[src/rtl/apb_mst_arb.sv]
// Two-requester APB master: round-robin arbitration in IDLE, then a SETUP/ACCESS
// transfer with wait states, slave errors and an ACCESS-phase timeout.
module apb_mst_arb #(
    parameter int  ADDR_W  = 32,
    parameter int  DATA_W  = 32,
    parameter int  TIMEOUT = 16,
    localparam int STRB_W  = DATA_W / 8
) (
    input  logic                  PCLK,
    input  logic                  PRESET,
    input  logic [1:0]            req_valid,
    output logic [1:0]            req_ready,
    input  logic [2*ADDR_W-1:0]   req_addr,
    input  logic [1:0]            req_write,
    input  logic [2*DATA_W-1:0]   req_wdata,
    input  logic [2*STRB_W-1:0]   req_strb,
    output logic [1:0]            rsp_valid,
    output logic [DATA_W-1:0]     rsp_rdata,
    output logic                  rsp_err,
    output logic                  PSEL,
    output logic                  PENABLE,
    output logic                  PWRITE,
    output logic [ADDR_W-1:0]     PADDR,
    output logic [DATA_W-1:0]     PWDATA,
    output logic [STRB_W-1:0]     PSTRB,
    input  logic                  PREADY,
    input  logic                  PSLVERR,
    input  logic [DATA_W-1:0]     PRDATA,
    output logic [7:0]            timeout_cnt
);

    typedef enum logic [1:0] {
        ST_IDLE   = 2'd0,
        ST_SETUP  = 2'd1,
        ST_ACCESS = 2'd2
    } state_t;

    localparam logic [7:0] TO_VAL = 8'(TIMEOUT);

    state_t              state_q, state_d;
    logic                prio_q, prio_d;
    logic                gnt_q, gnt_d;
    logic [ADDR_W-1:0]   addr_q, addr_d;
    logic                write_q, write_d;
    logic [DATA_W-1:0]   wdata_q, wdata_d;
    logic [STRB_W-1:0]   strb_q, strb_d;
    logic [7:0]          acc_cnt_q, acc_cnt_d;
    logic [1:0]          rsp_valid_q, rsp_valid_d;
    logic [DATA_W-1:0]   rsp_rdata_q, rsp_rdata_d;
    logic                rsp_err_q, rsp_err_d;
    logic [7:0]          tcnt_q, tcnt_d;

    logic [ADDR_W-1:0]   addr_arr  [2];
    logic [DATA_W-1:0]   wdata_arr [2];
    logic [STRB_W-1:0]   strb_arr  [2];
    logic                gnt_sel;
    logic                accept;

    for (genvar gi = 0; gi < 2; gi++) begin : g_req
        assign addr_arr[gi]  = req_addr[gi*ADDR_W +: ADDR_W];
        assign wdata_arr[gi] = req_wdata[gi*DATA_W +: DATA_W];
        assign strb_arr[gi]  = req_strb[gi*STRB_W +: STRB_W];
    end

    // With both requesting the pointer decides; otherwise the lone requester wins.
    always_comb begin
        gnt_sel = 1'b0;
        if (req_valid == 2'b11) begin
            gnt_sel = prio_q;
        end else begin
            gnt_sel = req_valid[1];
        end
    end

    assign accept = (state_q == ST_IDLE) && (|req_valid) && !PRESET;

    always_comb begin
        state_d     = state_q;
        prio_d      = prio_q;
        gnt_d       = gnt_q;
        addr_d      = addr_q;
        write_d     = write_q;
        wdata_d     = wdata_q;
        strb_d      = strb_q;
        acc_cnt_d   = acc_cnt_q;
        tcnt_d      = tcnt_q;
        rsp_valid_d = 2'b00;
        rsp_rdata_d = '0;
        rsp_err_d   = 1'b0;
        req_ready   = 2'b00;

        case (state_q)
            ST_IDLE: begin
                if (accept) begin
                    req_ready[gnt_sel] = 1'b1;
                    gnt_d   = gnt_sel;
                    prio_d  = ~gnt_sel;
                    addr_d  = addr_arr[gnt_sel];
                    write_d = req_write[gnt_sel];
                    wdata_d = req_write[gnt_sel] ? wdata_arr[gnt_sel] : '0;
                    strb_d  = req_write[gnt_sel] ? strb_arr[gnt_sel] : '0;
                    state_d = ST_SETUP;
                end
            end
            ST_SETUP: begin
                acc_cnt_d = 8'd1;
                state_d   = ST_ACCESS;
            end
            ST_ACCESS: begin
                if (PREADY) begin
                    rsp_valid_d[gnt_q] = 1'b1;
                    rsp_rdata_d        = write_q ? '0 : PRDATA;
                    rsp_err_d          = PSLVERR;
                    acc_cnt_d          = 8'd0;
                    state_d            = ST_IDLE;
                end else if (acc_cnt_q == TO_VAL) begin
                    // Slave never answered: complete with an error and zero data.
                    rsp_valid_d[gnt_q] = 1'b1;
                    rsp_err_d          = 1'b1;
                    tcnt_d             = (tcnt_q == 8'hFF) ? tcnt_q : tcnt_q + 8'd1;
                    acc_cnt_d          = 8'd0;
                    state_d            = ST_IDLE;
                end else begin
                    acc_cnt_d = acc_cnt_q + 8'd1;
                end
            end
            default: begin
                state_d = ST_IDLE;
            end
        endcase
    end

    always_ff @(posedge PCLK) begin
        if (PRESET) begin
            state_q     <= ST_IDLE;
            prio_q      <= 1'b0;
            gnt_q       <= 1'b0;
            addr_q      <= '0;
            write_q     <= 1'b0;
            wdata_q     <= '0;
            strb_q      <= '0;
            acc_cnt_q   <= 8'd0;
            rsp_valid_q <= 2'b00;
            rsp_rdata_q <= '0;
            rsp_err_q   <= 1'b0;
            tcnt_q      <= 8'd0;
        end else begin
            state_q     <= state_d;
            prio_q      <= prio_d;
            gnt_q       <= gnt_d;
            addr_q      <= addr_d;
            write_q     <= write_d;
            wdata_q     <= wdata_d;
            strb_q      <= strb_d;
            acc_cnt_q   <= acc_cnt_d;
            rsp_valid_q <= rsp_valid_d;
            rsp_rdata_q <= rsp_rdata_d;
            rsp_err_q   <= rsp_err_d;
            tcnt_q      <= tcnt_d;
        end
    end

    // Bus fields are forced to zero whenever no transfer is in flight.
    assign PSEL        = (state_q != ST_IDLE);
    assign PENABLE     = (state_q == ST_ACCESS);
    assign PADDR       = PSEL ? addr_q  : '0;
    assign PWRITE      = PSEL ? write_q : 1'b0;
    assign PWDATA      = PSEL ? wdata_q : '0;
    assign PSTRB       = PSEL ? strb_q  : '0;
    assign rsp_valid   = rsp_valid_q;
    assign rsp_rdata   = rsp_rdata_q;
    assign rsp_err     = rsp_err_q;
    assign timeout_cnt = tcnt_q;

endmodule
[config.mk]
export PLATFORM = sky130hd
export DESIGN_NAME = apb_mst_arb
export DESIGN_NICKNAME = d
export VERILOG_FILES = /design/src/rtl/apb_mst_arb.sv
export SDC_FILE = /design/constraint.sdc
export NUM_CORES = 1
export LEC_CHECK = 0
export ABC_AREA = 1
export CORE_ASPECT_RATIO = 1.4
export CORE_MARGIN = 2
export CORE_UTILIZATION = 36
export CTS_CLUSTER_SIZE = 28
export DETAILED_ROUTE_END_ITERATION = 16
export PLACE_DENSITY = 0.76
export SYNTH_ARGS = -nofsm -noshare
export SYNTH_HDL_FRONTEND = slang
export SYNTH_SLANG_ARGS = --single-unit
[constraint.sdc]
create_clock -name PCLK -period 1.4 [get_ports PCLK]
set_input_delay 0.28 -clock PCLK [delete_from_list [all_inputs] [get_ports PCLK]]
set_output_delay 0.28 -clock PCLK [all_outputs]
set_load 0.05 [all_outputs]
==> results of run 1 <==
## cell usage in the layout (no fill, tap or decap), types with 2 or more instances in the layout
master / n
nor2_4: 74
nand2_4: 26
nor2_1: 51
nand3_2: 2
dfxtp_1: 115
buf_6: 49
clkbuf_16: 19
ha_2: 2
inv_1: 121
o21ai_0: 6
bufinv_16: 3
buf_8: 29
nand2_1: 290
nor2_2: 3
buf_16: 6
clkinv_4: 2
nand2_2: 34
ha_4: 2
a21oi_1: 34
clkinvlp_4: 6
o22ai_2: 2
clkdlybuf4s50_1: 175
buf_12: 74
inv_2: 8
dfxtp_4: 2
ha_1: 2
o21ai_1: 16
a21oi_2: 9
buf_4: 55
nand3_1: 12
inv_6: 5
xor2_1: 6
o21ai_2: 27
dfxtp_2: 7
## registers in the layout, summed over array words and instances, names as in the netlist, 2 cells and up
name,flops
strb_q,4
rsp_rdata,32
state_q,2
acc_cnt_q,8
timeout_cnt,8
wdata_q,32
rsp_valid,2
addr_q,32
## tightest hold or removal path, cell delays in order
cell	delay (ns)
clkdlybuf4s50_1	0.39
inv_1	0.05
nor2_1	0.03
## routing by layer
layer | share of wire, % | wire length, µm | global-route usage (%) | vias to the layer above
li1 | - | - | - | 3443
met1 | 35 | 7797 | 24.26 | 3141
met2 | 56 | 12470 | 46.83 | 234
met3 | 6.3 | 1420 | 7.375 | 48
met4 | 3.1 | 702 | 10.00 | 0
met5 | 0 | 0 | 0 | -
## power groups by stage
stage               Clock (W)  Sequential (W)  Combinational (W)
detailed placement          0         0.00416            0.00724
global route          0.00481         0.00414            0.00967
CTS                   0.00466         0.00409            0.00841
finish                0.00457         0.00410            0.00919
global placement            0         0.00414            0.00718
floorplan                   0         0.00424            0.00410
## synth_stat cells, drive strengths merged
| master | count |
|---|---|
| o21ai | 49 |
| nand4 | 1 |
| inv | 131 |
| clkbuf | 16 |
| ha | 6 |
| a21oi | 43 |
| xor2 | 6 |
| nor2 | 129 |
| dfxtp | 124 |
| nand2 | 350 |
| o31ai | 1 |
| o22ai | 3 |
| o211ai | 1 |
| nor3 | 1 |
| buf | 28 |
| nand3 | 15 |
| xnor2 | 1 |
## final timing paths
path,startpoint,endpoint,depth (start not counted)
worst max-delay path,state_q[0],PADDR[29],6
worst min-delay path,PRDATA[3],rsp_rdata[3],3
worst max register to register,state_q[0],wdata_q[10],10
worst min register to register,gnt_q,rsp_valid[0],1
## stage by stage
stage | instances | area [µm²] | hold WS, ns
final | 1480 | 12330 | 0.3775
after global routing | 1480 | 12330 | 0.3769
after CTS | 1469 | 11740 | 0.3620
after detailed placement | 1416 | 10370 | 0.4153
after global placement | 1416 | 10370 | 0.4090
after floorplan | 905 | 6360 | 0.3922
## cell type report
| cell class | instances | area, µm² | share of cell area (%) |
|---|---|---|---|
| clock buffers | 17 | 425.4 | 3.450 |
| repair buffers | 391 | 4881 | 39.58 |
| flip-flops and latches | 124 | 2499 | 20.26 |
| multi-input cells | 606 | 3593 | 29.14 |
| clock inverters | 15 | 187.7 | 1.522 |
| well taps | 196 | 245.2 | 1.989 |
| inverters | 131 | 499.2 | 4.049 |
## cells by family after synthesis
logic type | after synthesis | synth area share (%)
flip-flops | 124 | 43.21
AND/OR/NAND/NOR | 496 | 33.25
XOR/XNOR | 7 | 1.067
AO/OA/AOI/OAI | 97 | 8.842
adder cells (fa/ha/maj) | 6 | 1.307
buffers and inverters | 175 | 12.33
## repair_timing
| action | 4_1_cts | 5_1_grt |
|---|---|---|
| pin swaps | 20 | 27 |
| gates cloned | 7 | 3 |
| setup endpoints to repair | 123 | 169 |
| setup buffers | 15 | 12 |
| endpoints found under the hold margin | 0 | 0 |
| resized for setup | 148 | 148 |
==> summary by stage, run 1 <==
Outcome
The flow ran to the end, but the final reports show violations. The final reports fail on setup timing.

Pwr
Net switching is 38.68% of the power. The share of total power dissipated in combinational logic is 51.4%. The worst-case IR drop observed on VDD is 0.0009514 V. The power per unit of standard cell area is 1449 nW/µm².

Of the total power, the clock network draws 25.6%. The analysis attributes to net switching a power of 0.006911 W. The internal power contribution is 0.01096 W.

For this design the static power due to leakage is 5.345 nW. The design draws 0.01787 W. The sequential share of power is 23.0%.

Clock network
TritonCTS created 17 clock buffers. CTS saw 124 sinks. The clock transition at the registers of the reported paths is 0.06 ns.

TritonCTS built the clock tree. Clock tree synthesis selected as its root buffer the cell clkbuf_16. After clock tree synthesis, the flow added hold-fix buffers numbering 0. The CTS H-tree depth is 4.

No sink is reached through more buffers than the 2 on the longest clock path. The clock insertion delay at the later pin of the skew report is 0.41 ns.

Setup path
The worst reg-to-reg setup slack is -0.21 ns. The kind of critical path is flop to output port. The data arrival time of the critical path is 1.59 ns. The signal on the critical path passes through inv_2 > ha_4 > buf_12 > buf_12 > nor2_4 > buf_6.

The longest individual stage delay on the worst path is 0.34 ns. The library cell contributing the largest single delay on the critical path is dfxtp_2. The critical path contains buffers and inverters numbering 4 combined. In this run the worst path has a maximum fanout of 9. The most repeated library cell on the critical path is buf_12. At the worst endpoint, the required time is 1.12 ns.

The worst setup path is launched from a flop. The cell family contributing the most delay on the critical path is buffers and inverters. The worst setup path is captured at an output port.

Logic synthesis
The area share of the leading cell type in the synthesized netlist is 43.21%. Dividing the synthesized area by the synthesized cell count gives 6.349 µm². Ranked by total cell area, the synthesized netlist is headed by dfxtp_1 (43%), nand2_1 (23%), inv_1 (8.4%). The netlist area before placement is 5746 µm². The post-synth net total is 1087. Synthesis produced a netlist whose cell count is 905. The count of synthesis-stage warnings from yosys is 0. The cell accounting for the most synthesized area is dfxtp_1.

The netlist uses 26 different library cells. The number of storage elements in the synthesis netlist is 124. The share of the Yosys chip area taken by registers is 43.21%.

Die
The initial utilization of the core area, before any placement, comes to 36.81%. The die is 110.8 µm wide. The number of standard-cell rows in the floorplan is 54. The die covers 17000 µm². The y dimension of the die is 153.5 µm. The region available for standard cell placement spans 15610 µm².

292 I/O pins were placed.

Route
The number of vias per cell after detailed routing is 4.639. For this run, the detailed router's first-pass iteration total came to 4. Dividing the detail-routed wire length by the instance count gives 15.13 µm. For this block, the initial DRC count from the detailed router was 318.

The routed wire length is 22390 µm. The final antenna-violating net count is 0. The routed layout has 6866 vias. For this run, design rule violations remaining after detail routing come to 0.

STA
At the pin with the least slew margin, the transition time is 0.5614 ns. For this run, the top clock speed supported by timing is 535.5 MHz. Setup violations remaining at the end of the flow were counted as 154.

Subtracting the final worst setup slack from the clock period gives 1.867 ns. In the final timing run, aggregate negative setup slack is -42.43 ns. Setup repair after global routing could not meet its margin everywhere.

The post-route clock period utilization is 133.4%. The count of final max-slew check failures is 0. The number of endpoints with negative hold slack in the final report is 0.

Across all setup checks in the final design, the least slack found is -0.4673 ns. The worst setup skew after layout is 0.006514 ns. In this run the tightest slew margin relative to its limit is 62.57%.

Placement
The weighted congestion at the end of routability-driven global placement is 0.8120. Detailed placement ended at an HPWL of 14130 µm. The number of buffer cells added on primary ports is 291. Timing analysis after detailed placement gives a worst setup slack of -0.3840 ns.

Global routing
Entering global routing, the biggest net connects 62 pins. The via count of the first global-routing pass is 6750. The global-route wire length before repair is 33340 µm. Global routing used 24.45% of the available tracks.

The number of antenna violations at the first check in global routing is 0. The final global-route overflow total is 0.

Finish
Fill cells in the final layout number 973. The proportion of layout cells with a drive suffix above 1 is 35.20%. Measured on the finished design, the core utilization comes to 79.00%.

The growth of design area from synthesis to finish is 114.6%. The number of antenna diodes in the final layout is 0. The final layout contains 1453 nets.

Min path
The path class of the tightest hold or removal check is input pin to flop.

Run
The tool flagged a number of max-cap violations equal to 0.
(Power assumes the default switching activity.)
==> run 2: changes to the inputs <==
--- a/config.mk
+++ b/config.mk
@@ -12,6 +12,7 @@
 export CTS_CLUSTER_SIZE = 28
 export DETAILED_ROUTE_END_ITERATION = 16
 export PLACE_DENSITY = 0.76
+export SLEW_MARGIN = 20
 export SYNTH_ARGS = -nofsm -noshare
 export SYNTH_HDL_FRONTEND = slang
 export SYNTH_SLANG_ARGS = --single-unit
==> results of run 2 <==
The final DEF is identical to that of run 1; final timing and power are the same.
==> run 3: changes to the inputs <==
--- a/config.mk
+++ b/config.mk
@@ -12,6 +12,7 @@
 export CTS_CLUSTER_SIZE = 28
 export DETAILED_ROUTE_END_ITERATION = 16
 export PLACE_DENSITY = 0.76
+export REMOVE_ABC_BUFFERS = 1
 export SLEW_MARGIN = 20
 export SYNTH_ARGS = -nofsm -noshare
 export SYNTH_HDL_FRONTEND = slang
==> summary by stage, run 3 (synthesized netlist as in run 1, its figures left out) <==
Outcome
The flow ran to the end, but the final reports show violations. The final reports fail on setup timing.

Die
The floorplan has 54 rows. The starting utilization of the core area is 36.81%. The area of the die is 17000 µm². The floorplan step set the die height to 153.5 µm. From left edge to right edge, the die measures 110.8 µm. In this run the standard cell core region covers 15610 µm².

During I/O placement, the number of pins put on the boundary was 292.

Placement
Buffers placed on the I/O ports in this run total 291. Summed over all nets, the half-perimeter wirelength after detailed placement is 15110 µm. At the end of routability-driven placement, the weighted congestion stood at 0.8429.

Global routing
For this run, global-route usage on met1 was measured as 27.71%. The layer with the highest usage is met2. The largest net degree at the start of global routing is 40. The via count of the first global-routing pass is 7333.

The met3 demand-to-capacity share in global routing is 6.701%. Global routing consumed, over all layers together, 27.55% of the routing resources. The first global-routing pass estimated 37030 µm of wire. The met2 track demand over resource in global routing is 52.26%. Global routing finished with a remaining overflow of 0. The number of antenna violations at the first check in global routing is 0.

Setup path
The worst-path maximum fanout is 6. STA classifies the critical path endpoint as an output port. The startpoint class of the critical path is a flop. The count of cells along the worst register-to-register path is 9. The most critical setup path has its startpoint at state_q[1].

The kind of critical path is flop to output port. The worst reg-to-reg setup slack is -0.34 ns. On the worst path, the slowest cell contributes a delay of 0.32 ns. Walking the worst path, the cells encountered are inv_2 > ha_4 > o211ai_4 > nor2_4 > buf_8. The reg-to-reg endpoint is wdata_q[28]. The startpoint of the worst-slack reg-to-reg timing path is state_q[1]. The library cell contributing the largest single delay on the critical path is dfxtp_2. The data required time of the critical path is 1.12 ns. The data arrival time of the critical path is 1.62 ns.

STA
The headroom to the max-slew limit is 58.94%. Setup repair after global routing could not meet its margin everywhere. The final setup slack of the worst path is -0.5030 ns. The aggregate negative setup slack is -55.97 ns.

At the pin with the least slew margin, the transition time is 0.6160 ns. The count of final max-slew check failures is 0. The number of endpoints with negative hold slack in the final report is 0. Counting I/O delays and the setup requirement, the final critical path takes 1.903 ns.

Derived from the worst setup path, the maximum achievable clock frequency is 525.5 MHz. After layout, the worst path uses 135.9% of the clock period. The smallest hold slack is 0.3636 ns. Setup violations remaining at the end of the flow were counted as 186. Clock skew on the completed layout was measured at 0.01280 ns.

Clock network
CTS built an H-tree with a depth of 4. No sink is reached through more buffers than the 2 on the longest clock path. The number of hold buffers added after cts is 0. TritonCTS built the clock tree. The clock net in this run drives a total of 124 sinks.

The buffer cell driving the clock tree root is clkbuf_16. In this run, CTS created clock tree buffers numbering 17. Clock-pin slew was measured on the worst setup and hold paths at 0.06 ns. The clock insertion delay at the later pin of the skew report is 0.44 ns.

Finish
The number of diodes is 0. The growth of design area from synthesis to finish is 113.7%. The final layout contains 1441 nets. The library cell used most frequently in the layout, excluding fill and tap cells, is nand2_1.

The final core utilization is 78.68%. In the layout the commonest cells are nand2_1 (258), clkdlybuf4s50_1 (174), inv_1 (121), dfxtp_1 (121), buf_12 (65). Of the cells placed in the final design, the portion with a size suffix greater than 1 is 38.99%.

Min path
The path with the worst hold slack has its endpoint at rsp_rdata[13]. The type of the tightest min-delay check is input pin to flop. The worst hold path was traced through 3 stages. In this run the most critical hold path is launched from PRDATA[13].

Route
The final antenna-violating net count is 0. The DRC violation total after the first TritonRoute iteration is 379. The first TritonRoute pass finished after 7 iterations. The vias after detailed routing is 7200.

Dividing the detail-routed via count by the number of cells gives 4.905. The average detailed-routed wire length per instance is 18.14 µm. The detailed-route DRC error count is 0.

For this block, the routed nets add up to 26620 µm of wire.

Run
Across the run, the number of max-cap violations was 0.

Pwr
Summed over all cells, the static leakage comes to 5.414 nW. The highest ir drop seen on vdd is 0.001065 V. In this run the power density over the cells is 1440 nW/µm².
## run 3: where the power goes
part           leakage, nW  internal [W]  switching [W]
Combinational         4.12       0.00385        0.00502
Clock                0.291       0.00282        0.00182
Sequential            1.01       0.00392       0.000245
## run 3: area by class of cell
cell class | count | area [µm²]
tap | 196 | 245.2
multi-input combinational | 607 | 3680
fill | 985 | 3328
clock buffer | 17 | 425.4
inverter | 131 | 506.7
sequential | 124 | 2486
timing repair buffer | 378 | 4748
clock inverter | 15 | 187.7
## run 3: worst max path at each step
stage | to | slack, ns | cells after the start
6_report | req_ready[1] | -0.50 | 5
5_1_grt | PWDATA[12] | -0.54 | 5
4_1_cts | PWDATA[26] | -0.47 | 6
3_5_place_dp | req_ready[0] | -0.58 | 7
3_3_place_gp | req_ready[0] | -0.55 | 7
2_1_floorplan | req_ready[0] | -2.07 | 4
## run 3: critical path: cells and delay by family (launching register included)
| kind | cells | cell delay [ns] |
|---|---|---|
| AO/OA/AOI/OAI | 1 | 0.17 |
| buffers and inverters | 2 | 0.23 |
| flip-flops | 1 | 0.32 |
| AND/OR/NAND/NOR | 1 | 0.18 |
| adder cells (fa/ha/maj) | 1 | 0.28 |
## run 3: timing repair
action                     4_1_cts  5_1_grt
resized for setup              242      261
buffers inserted                19        8
pin swaps                       56       42
setup endpoints to repair      154      196
cloned                          11        9
## run 3: through the flow
| step | std cells | worst slack (ns) | total power, W | area, µm² |
|---|---|---|---|---|
| 2_1_floorplan | 861 | -2.067 | 0.006535 | 5529 |
| 3_3_place_gp | 1396 | -0.5495 | 0.009206 | 9448 |
| 3_5_place_dp | 1396 | -0.5776 | 0.009272 | 9448 |
| 4_1_cts | 1457 | -0.4728 | 0.01625 | 11330 |
| 5_1_grt | 1468 | -0.5376 | 0.01829 | 12280 |
| 6_report | 1468 | -0.5030 | 0.01768 | 12280 |
## run 3: metal layers
metal | vias to the layer above | part of all wire, % | wire length [µm]
met5 | - | 0 | 0
met4 | 0 | 5.1 | 1370
met3 | 102 | 5.8 | 1540
met2 | 292 | 55 | 14660
met1 | 3384 | 34 | 9056
li1 | 3422 | - | -
